===== src/rtl/mem_arbiter.sv =====
// Arbitrates the single line-wide memory port between I-cache fills and
// D-cache fills/writebacks, alternating grants on conflict.
module mem_arbiter #(
    parameter int unsigned ADDR_W = 26,
    parameter int unsigned LINE_W = 128
) (
    input  logic              clk,
    input  logic              reset,
    input  logic              flush,
    input  logic              reqI_mem,
    input  logic [ADDR_W-1:0] reqAddrI_mem,
    input  logic              reqD_mem,
    input  logic [ADDR_W-1:0] reqAddrD_mem,
    input  logic              reqD_cache_write,
    input  logic [ADDR_W-1:0] reqAddrD_write_mem,
    input  logic [LINE_W-1:0] data_to_mem,
    output logic [LINE_W-1:0] data_from_mem,
    output logic              read_ready_from_mem,
    output logic              written_data_ack,
    output logic              readyI_from_mem,
    output logic              mem_req,
    output logic              mem_we,
    output logic [ADDR_W-1:0] mem_addr,
    output logic [LINE_W-1:0] mem_wdata,
    input  logic [LINE_W-1:0] mem_rdata,
    input  logic              mem_ready
);

    typedef enum logic [2:0] {
        ST_IDLE   = 3'd0,
        ST_D_WB   = 3'd1,
        ST_D_FILL = 3'd2,
        ST_I_FILL = 3'd3,
        ST_DONE   = 3'd4
    } state_t;

    state_t            r_state;
    logic              r_cancel;
    logic              r_last_d;
    logic [ADDR_W-1:0] r_fill_addr;
    logic              r_mem_req;
    logic              r_mem_we;
    logic [ADDR_W-1:0] r_mem_addr;
    logic [LINE_W-1:0] r_mem_wdata;
    logic [LINE_W-1:0] r_data;
    logic              r_rd_ready;
    logic              r_wr_ack;
    logic              r_i_ready;

    state_t            w_state;
    logic              w_cancel;
    logic              w_last_d;
    logic [ADDR_W-1:0] w_fill_addr;
    logic              w_mem_req;
    logic              w_mem_we;
    logic [ADDR_W-1:0] w_mem_addr;
    logic [LINE_W-1:0] w_mem_wdata;
    logic [LINE_W-1:0] w_data;
    logic              w_rd_ready;
    logic              w_wr_ack;
    logic              w_i_ready;
    logic              w_kill;
    logic              w_grant_d;

    // A flush seen in the completing cycle also cancels the transaction.
    assign w_kill    = r_cancel | flush;
    // D wins unless I is also pending and D had the previous grant.
    assign w_grant_d = reqD_mem & (~reqI_mem | ~r_last_d);

    always_ff @(posedge clk) begin
        if (!reset) begin
            r_state     <= ST_IDLE;
            r_cancel    <= 1'b0;
            r_last_d    <= 1'b0;
            r_fill_addr <= '0;
            r_mem_req   <= 1'b0;
            r_mem_we    <= 1'b0;
            r_mem_addr  <= '0;
            r_mem_wdata <= '0;
            r_data      <= '0;
            r_rd_ready  <= 1'b0;
            r_wr_ack    <= 1'b0;
            r_i_ready   <= 1'b0;
        end else begin
            r_state     <= w_state;
            r_cancel    <= w_cancel;
            r_last_d    <= w_last_d;
            r_fill_addr <= w_fill_addr;
            r_mem_req   <= w_mem_req;
            r_mem_we    <= w_mem_we;
            r_mem_addr  <= w_mem_addr;
            r_mem_wdata <= w_mem_wdata;
            r_data      <= w_data;
            r_rd_ready  <= w_rd_ready;
            r_wr_ack    <= w_wr_ack;
            r_i_ready   <= w_i_ready;
        end
    end

    // Next state and next registered outputs.
    always_comb begin
        w_state     = r_state;
        w_cancel    = r_cancel;
        w_last_d    = r_last_d;
        w_fill_addr = r_fill_addr;
        w_mem_req   = 1'b0;
        w_mem_we    = 1'b0;
        w_mem_addr  = r_mem_addr;
        w_mem_wdata = r_mem_wdata;
        w_data      = r_data;
        w_rd_ready  = 1'b0;
        w_wr_ack    = 1'b0;
        w_i_ready   = 1'b0;
        case (r_state)
            ST_IDLE: begin
                if (w_grant_d) begin
                    w_last_d    = 1'b1;
                    w_fill_addr = reqAddrD_mem;
                    w_mem_req   = 1'b1;
                    if (reqD_cache_write) begin
                        w_state     = ST_D_WB;
                        w_mem_we    = 1'b1;
                        w_mem_addr  = reqAddrD_write_mem;
                        w_mem_wdata = data_to_mem;
                    end else begin
                        w_state    = ST_D_FILL;
                        w_mem_addr = reqAddrD_mem;
                    end
                end else if (reqI_mem) begin
                    w_last_d   = 1'b0;
                    w_state    = ST_I_FILL;
                    w_mem_req  = 1'b1;
                    w_mem_addr = reqAddrI_mem;
                end
            end
            ST_D_WB: begin
                w_cancel = w_kill;
                if (!mem_ready) begin
                    w_mem_req = 1'b1;
                    w_mem_we  = 1'b1;
                end else if (w_kill) begin
                    w_state = ST_DONE;
                end else begin
                    w_wr_ack = 1'b1;
                    if (reqD_mem) begin
                        w_state    = ST_D_FILL;
                        w_mem_req  = 1'b1;
                        w_mem_addr = r_fill_addr;
                    end else begin
                        w_state = ST_DONE;
                    end
                end
            end
            ST_D_FILL, ST_I_FILL: begin
                w_cancel = w_kill;
                if (!mem_ready) begin
                    w_mem_req = 1'b1;
                end else begin
                    w_state = ST_DONE;
                    if (!w_kill) begin
                        w_data = mem_rdata;
                        if (r_state == ST_D_FILL) begin
                            w_rd_ready = 1'b1;
                        end else begin
                            w_i_ready = 1'b1;
                        end
                    end
                end
            end
            ST_DONE: begin
                w_cancel = 1'b0;
                w_state  = ST_IDLE;
            end
            default: begin
                w_cancel = 1'b0;
                w_state  = ST_IDLE;
            end
        endcase
    end

    assign data_from_mem       = r_data;
    assign read_ready_from_mem = r_rd_ready;
    assign written_data_ack    = r_wr_ack;
    assign readyI_from_mem     = r_i_ready;
    assign mem_req             = r_mem_req;
    assign mem_we              = r_mem_we;
    assign mem_addr            = r_mem_addr;
    assign mem_wdata           = r_mem_wdata;

endmodule


===== config.mk =====
export PLATFORM = sky130hd
export DESIGN_NAME = mem_arbiter
export DESIGN_NICKNAME = d
export VERILOG_FILES = /design/src/rtl/mem_arbiter.sv
export SDC_FILE = /design/constraint.sdc
export NUM_CORES = 1
export LEC_CHECK = 0
export ABC_AREA = 1
export CORE_AREA = 2 2 241 243
export CTS_CLUSTER_SIZE = 25
export DETAILED_ROUTE_END_ITERATION = 10
export DIE_AREA = 0 0 243 245
export DONT_BUFFER_PORTS = 1
export GPL_TIMING_DRIVEN = 0
export SYNTH_ARGS = -nofsm -noshare
export SYNTH_HDL_FRONTEND = slang
export SYNTH_SLANG_ARGS = --single-unit

===== constraint.sdc =====
create_clock -name clk -period 1.9 [get_ports clk]
set_input_delay 0.38 -clock clk [delete_from_list [all_inputs] [get_ports clk]]
set_output_delay 0.38 -clock clk [all_outputs]
set_load 0.005 [all_outputs]

After elaboration in Yosys (flattened, before gate mapping)
Index checks and enable logic that the tools add are counted.
{ "word_totals": {"reg_bits": 318, "inputBits": 341, "wordCells": 73} }
{ "classes": {"eq_ne": 8, "mux": 31, "bitwise_logic": 9, "n_reduce_logical": 13} }
{ "op_table": {"columns": ["op", "count"], "rows": [
  ["$mux W26", 6],
  ["$pmux W26 S2", 1],
  ["$mux W3", 6],
  ["$mux W1", 13],
  ["$reduce_and A3 Y1", 4],
  ["$pmux W3 S3", 1],
  ["$ne A2 B2 Y1 const B", 4],
  ["$eq A3 B2 Y1 const B", 2],
  ["$not A1 Y1", 6],
  ["$reduce_and A5 Y1", 1],
  ["$pmux W1 S2", 2],
  ["$reduce_and A2 Y1", 2],
  ["$reduce_bool A2 Y1", 2],
  ["$reduce_or A4 Y1", 1],
  ["$eq A3 B1 Y1 const B", 1],
  ["$logic_not A3 Y1", 1],
  ["$ne A3 B3 Y1 const B", 1],
  ["$pmux W1 S3", 1],
  ["$reduce_or A3 Y1", 1],
  ["$mux W2", 1],
  ["$or A1 B1 Y1", 2],
  ["$reduce_or A2 Y1", 1],
  ["$and A1 B1 Y1", 1]
]} }

Depth between registers and ports, before layout
Gate-level depths: netlist of the first run.
{ "depth": {"word_depth": 5, "ltp_mapped": 10, "depth_no_buf": 8} }

Worst setup path before layout of the first run
Ideal clock, no wire load.
{ "synth_timing": {"path_kind": "input -> register", "startpoint": "in reqI_mem", "endpoint": "reg r_mem_addr[10] (netlist: mem_addr[10])", "setup_ns": 0.112, "arrival_ns": 1.313, "slack_ns": 0.476, "stages": 9, "path_cell_list": "nand2_1 > nand2_1 > buf_2 > clkbuf_1 > nand2_1 > nand2_1 > nor2_1 > nor2_1 > nor2_1"} }
{ "synth_via": {"elab_chain_cells": 5, "word_cells_on_any_way": 7, "cone_classes": "eq/ne: 1; mux: 2; bitwise: 3; reduce/logical: 1"} }
{ "synth_rtl": {"columns": ["element", "line_no", "text"], "rows": [
  ["from (decl)", "10", "input logic reqI_mem,"],
  ["$not A1 Y1", "68", "assign w_grant_d = reqD_mem & (~reqI_mem | ~r_last_d);"],
  ["$or A1 B1 Y1", "68", null],
  ["$and A1 B1 Y1", "68", null],
  ["$ne A3 B3 Y1 (no line) or $mux W26 (tied branches)", null, null],
  ["$reduce_and A5 Y1 (no line) or $pmux W26 S2 (tied branches)", null, null],
  ["to (signal assigned)", "91", "r_mem_addr <= w_mem_addr;"],
  ["to (decl)", "43", "logic [ADDR_W-1:0] r_mem_addr;"]
]} }
Several ways; a longest one is shown, not always the timed one.
A chain may end at the register's enable or synchronous reset.

==> metrics.cfg, run 1 <==
[outcome]
outcome=finished, final reports clean

[grt]
grt_antenna_before_repair=3
grt_pass1_wl_mm=72.3
track_usage_pct=15.8
gr-total-overflow=0
grt_pass1_vias=12187
grt_max_degree=15

[yosys]
yosysTopAreaCell=dfxtp_1
avgSynthCellArea_um2=7.07
synth_warnings=0
ys.flop_type=dfxtp_1
syn-num-nets=2098
netlist.area_leader.share_pct=51.2
async_flop_share_pct=0
synth_area_um2=12400
synth_commonest_cells=601 x nor2_1, 318 x dfxtp_1, 220 x nand2_1, 152 x o21ai_0, 133 x o21ai_1
yosysUniqueCellTypes=25
ys_seq_area_share_pct=51.2
synth_cells=1757
ys_seq_elements=318
yosysMostFrequentCell=nor2_1
yosys-top-cells-area=dfxtp_1 51%, nor2_1 18%, nand2_1 6.6%, o21ai_0 6.1%, o21ai_1 5.4%
synth_edf_count=0

[detailed_routing]
wl_per_cell_um=17.9
first_iter_violations=675
drt_first_pass_iters=5
vias=12492
drc=0
postRouteAntennaNets=0
wl_mm=50.2
drt-vias-per-instance=4.46

[sta]
setup_viol=0
worst_slew_pin_slew_ns=1.03
slew_viol_final=0
rsz0062_at_grt=no
setup_ws_ns=0.0794
fmax_ghz=0.549
fin_crit_ns=1.82
min_period_over_period_pct=95.8
fin_hold_ws_ns=0.0143
finalHoldViolations=0
relSlewSlack_pct=31.0
clock_skew_ns=0.0211

[place]
place_ws_ns=-0.598
portBuffers=0
dpl.hpwl_mm=37.6
placed_area_um2=13400
gp_congestion=0.889

[die]
core-area_um2=57000
io-pin-count=628
rows=88
fp.dieArea_um2=59500
fp.dieH_um=245
start_util_pct=21.8
die_x_um=243

[power]
p_total_mw=21.6
power.density_nw_per_um2=1280
peakVddDrop_v=0.000683
leakage_nw=6.96

[worst_setup_path]
cp_max_fo=10
worstSetupStartpointType=primary input
crit_type=primary input to register
arrival_ns=2.29
required_ns=2.37
worstSetupEndpointType=register

[clocking]
cts_sinks=318
htreeDepth=2
numCtsBuffers=36
ctsLongestPathBuffers=3
root_buffer=clkbuf_16
clkTransAtPathRegs_ns=0.06
cts_tree=built
clk_latency_ns=0.54

[run]
maxCapViolCount=0

[min_path]
hp-class=primary input to register

[cells_and_area]
final_cell_area_um2=16900
drive_gt1_share_pct=7.07
areaGrowthSynthToFinish_pct=35.7
nNetsFinal=2355

==> layer usage <==
metal,vias up,part of all wire (%),GRT usage (%)
met5,-,0.032,0
met3,119,9.8,5.16
met2,598,47,26.7
li1,6038,-,-
met4,2,4.9,8.26
met1,5735,38,17.7
==> final timing paths <==
check / start / slack [ns] / to / cells after the start
hold reg to reg: data_from_mem[52]$_SDFFE_PN0P_ / 0.51 / data_from_mem[52]$_SDFFE_PN0P_ / 2
hold / removal: mem_rdata[19] / 0.01 / data_from_mem[19]$_SDFFE_PN0P_ / 2
setup reg to reg: r_state[1]$_SDFFE_PN0P_ / 0.10 / data_from_mem[124]$_SDFFE_PN0P_ / 7
setup / recovery: reset / 0.08 / mem_wdata[81]$_SDFFE_PN0P_ / 4
==> cells in the final DEF (no fill, tap or decap), types with 2 or more instances in the layout <==
cell type,Yosys,layout
clkinv_2,1,8
nand2_1,220,219
nor3_1,2,2
buf_1,7,7
buf_2,40,33
nand3_2,2,2
nor2_2,2,2
o21ai_0,152,141
dfxtp_1,318,318
bufinv_16,0,2
clkbuf_16,0,37
inv_6,0,2
inv_2,4,4
buf_4,15,14
dlygate4sd3_1,0,219
diode_2,0,2
nand4_1,26,26
buf_6,2,6
o21ai_2,0,9
clkbuf_2,0,6
clkbuf_8,0,5
a21oi_1,30,30
inv_1,109,109
o21ai_1,133,132
nand3_1,29,28
clkbuf_4,0,6
clkbuf_1,58,54
clkinvlp_4,0,2
nor2_1,601,601
o21ai_4,0,3
==> area by class of cell <==
class                           count  area [µm²]
Multi-Input combinational cell   1202        5130
Inverter                          115         433
Fill cell                        6134       40200
Buffer                            121         626
Clock buffer                       47        1010
Timing Repair Buffer              220        2200
Clock inverter                     13         128
Sequential cell                   318        6370
Antenna cell                        2        5.00
Tap cell                          765         957
==> flip-flops by register name (all words and copies together), names as in the netlist, 3 cells and up <==
signal / count
mem_addr: 26
data_from_mem: 128
r_state: 3
r_fill_addr: 26
mem_wdata: 128
==> per-stage QoR <==
stage                     TNS [ns]  utilization [%]  instances
after floorplan                  0                -       1757
after global placement      -22.17             23.5       2522
after detailed placement    -23.88             23.5       2522
after CTS                        0             29.5       2802
after global routing             0             29.6       2802
final                            0             29.6       2803
==> what timing repair did <==
action,CTS,global route
buffers inserted,1,0
endpoints found under the hold margin,219,0
hold buffers,219,0
pin swaps,1,0
resized for setup,23,37
endpoints found under the setup margin,159,85
==> power breakdown <==
part           internal [mW]  switching, mW
clock network           4.02           2.84
registers               8.04           1.25
logic                   2.03           3.43
==> logic make-up after synthesis <==
kind of cell | after synthesis | share of synthesized area (%)
AO/OA/AOI/OAI | 318 | 12.9
AND/OR/NAND/NOR | 884 | 27.8
flip-flops | 318 | 51.2
buffers and inverters | 237 | 8.15
==> critical path, stage by stage <==
cell	delay [ns]
clkbuf_1	0.55
clkdlybuf4s15_1	0.97
o21ai_2	0.22
nor2_1	0.14
Note: power is estimated with default switching activity, not from simulation.
==> run 2: changes to the inputs <==
Settings changed: CORE_AREA 2 2 241 243 to 8 8 240 242, DIE_AREA 0 0 243 245 to 0 0 248 250.
==> run 2 against run 1 <==
Against the previous run:
- the flow now finishes with violations (negative setup slack)
- flip-flop and latch count unchanged
- worst setup slack lost 0.087 ns
- cell count fell by 1.7%
- critical endpoint is now mem_wdata[101]$_SDFFE_PN0P_
- largest power group unchanged
- via count increased by 2.5%
- cell area about the same
- clock skew fell by 0.0099 ns
==> metrics.cfg, run 2 (synthesis gave the netlist of run 1 again) <==
[sta]
slew_viol_final=0
fin_crit_ns=1.91
setup_ws_ns=-0.00806
finalHoldViolations=0
setup_viol=1
worst_slew_pin_slew_ns=0.965
fin_hold_ws_ns=0.0117
rsz0062_at_grt=yes
min_period_over_period_pct=100
clock_skew_ns=0.0113
relSlewSlack_pct=35.7
fmax_ghz=0.524

[worst_setup_path]
r2r_setup_slack_ns=-0.008
worstSetupStartpointType=register
cp_max_fo=10
crit_type=register to register
ff2ff_path_depth=8
worstSetupEndpointType=register
cp-startpoint=r_state[2]$_SDFFE_PN0P_
required_ns=2.32
r2r_start=r_state[2]$_SDFFE_PN0P_
arrival_ns=2.32
reg2reg_to=mem_wdata[101]$_SDFFE_PN0P_

[run]
maxCapViolCount=0

[die]
start_util_pct=23.2
io-pin-count=628
rows=85
fp.dieArea_um2=62000
die_x_um=248
core-area_um2=53500
fp.dieH_um=250

[cells_and_area]
nNetsFinal=2364
drive_gt1_share_pct=6.83
final_common_cell=nor2_1
seqCellArea_um2=6370
final_cell_mix=598 x nor2_1, 318 x dfxtp_1, 228 x dlygate4sd3_1
fillCellCount=5497
multiInputGateArea_um2=5090
areaGrowthSynthToFinish_pct=35.6

[detailed_routing]
wl_per_cell_um=20.0
first_iter_violations=877
drt-vias-per-instance=4.64
drc=0
vias=12801
drt_first_pass_iters=6
postRouteAntennaNets=0
wl_mm=55.2

[grt]
gr-total-overflow=0
grt_max_degree=14
grt_pass1_wl_mm=78.4
grt_antenna_before_repair=12
track_usage_pct=16.5
grt_pass1_vias=12874

[clocking]
clk_latency_ns=0.54
cts_sinks=318
numCtsBuffers=36
clkTransAtPathRegs_ns=0.06
ctsLongestPathBuffers=3
htreeDepth=2
cts_tree=built
root_buffer=clkbuf_16

[place]
portBuffers=0
place_ws_ns=-0.511
dpl.hpwl_mm=41.6
gp_congestion=0.952

[outcome]
violations=negative setup slack
outcome=complete, but fails checks

[power]
power_frac_seq_pct=43.0
peakVddDrop_v=0.000760
power_switching_mw=7.69
swShare_pct=35.2
combPwrFrac_pct=25.0
power.density_nw_per_um2=1300
p_clk_share_pct=31.9
leakage_nw=6.99
p_int_mw=14.1

[min_path]
min_path_cells=2
min_to=mem_wdata[120]$_SDFFE_PN0P_
hp-class=primary input to register
worstHoldStart=data_to_mem[120]

[run 2: power by group through the flow]
stage	sequential (mW)	clock, mW	combinational (mW)
6_report	9.39	6.97	5.46
5_1_grt	9.53	7.41	6.13
4_1_cts	9.40	7.14	5.27
3_5_place_dp	9.53	0	4.84
3_3_place_gp	9.52	0	4.74
2_1_floorplan	8.90	0	3.72
[run 2: final cells by class]
class / instances / area share [%]
clock inverter: 14 / 0.854
antenna: 11 / 0.163
multi-input combinational: 1202 / 30.2
tap: 696 / 5.17
inverter: 115 / 2.57
clock buffer: 50 / 6.08
timing repair buffer: 229 / 13.6
buffer: 121 / 3.55
sequential: 318 / 37.8
[run 2: timing repair]
action	in CTS	in global routing
hold buffers	226	2
hold endpoints to repair	226	2
resized for setup	11	22
setup buffers	0	1
pin swaps	0	2
endpoints found under the setup margin	50	149
[run 2: how the worst max path moves through the flow]
stage	endpoint	slack (ns)	depth (start not counted)
2_1_floorplan	mem_addr[10]$_SDFFE_PN0P_	0.48	9
3_3_place_gp	data_from_mem[124]$_SDFFE_PN0P_	-0.49	6
3_5_place_dp	data_from_mem[124]$_SDFFE_PN0P_	-0.51	6
4_1_cts	data_from_mem[58]$_SDFFE_PN0P_	0.02	7
5_1_grt	mem_wdata[101]$_SDFFE_PN0P_	-0.08	8
6_report	mem_wdata[101]$_SDFFE_PN0P_	-0.008	8
[run 2: critical path, stage by stage (launching register included)]
cell and delay [ns]:
dfxtp_1 0.37, nor2_2 0.14, nand2_1 0.13, nor2_4 0.20, nand2_2 0.14, clkbuf_4 0.24
buf_2 0.22, o21ai_1 0.24, nor2_1 0.10
[run 2: routing by layer]
metal  wire length (µm)  vias to the layer above  global-route usage (%)
met2              27000                      750                    29.0
met1              19200                     5818                    16.8
li1                   -                     6069                       -
met5                 21                        -                       0
met3               6390                      160                    6.23
met4               2560                        4                    8.38
[run 2: through the flow]
step	util, %	total power, mW	cells	instance area [µm²]	setup TNS [ns]
after floorplan	-	12.6	1757	12400	0
after global placement	24.9	14.3	2453	13300	-15.78
after detailed placement	24.9	14.4	2453	13300	-19.11
after CTS	31.3	21.8	2743	16700	0
after global routing	31.5	23.1	2752	16800	-0.0997
final	31.5	21.8	2756	16800	-0.00806
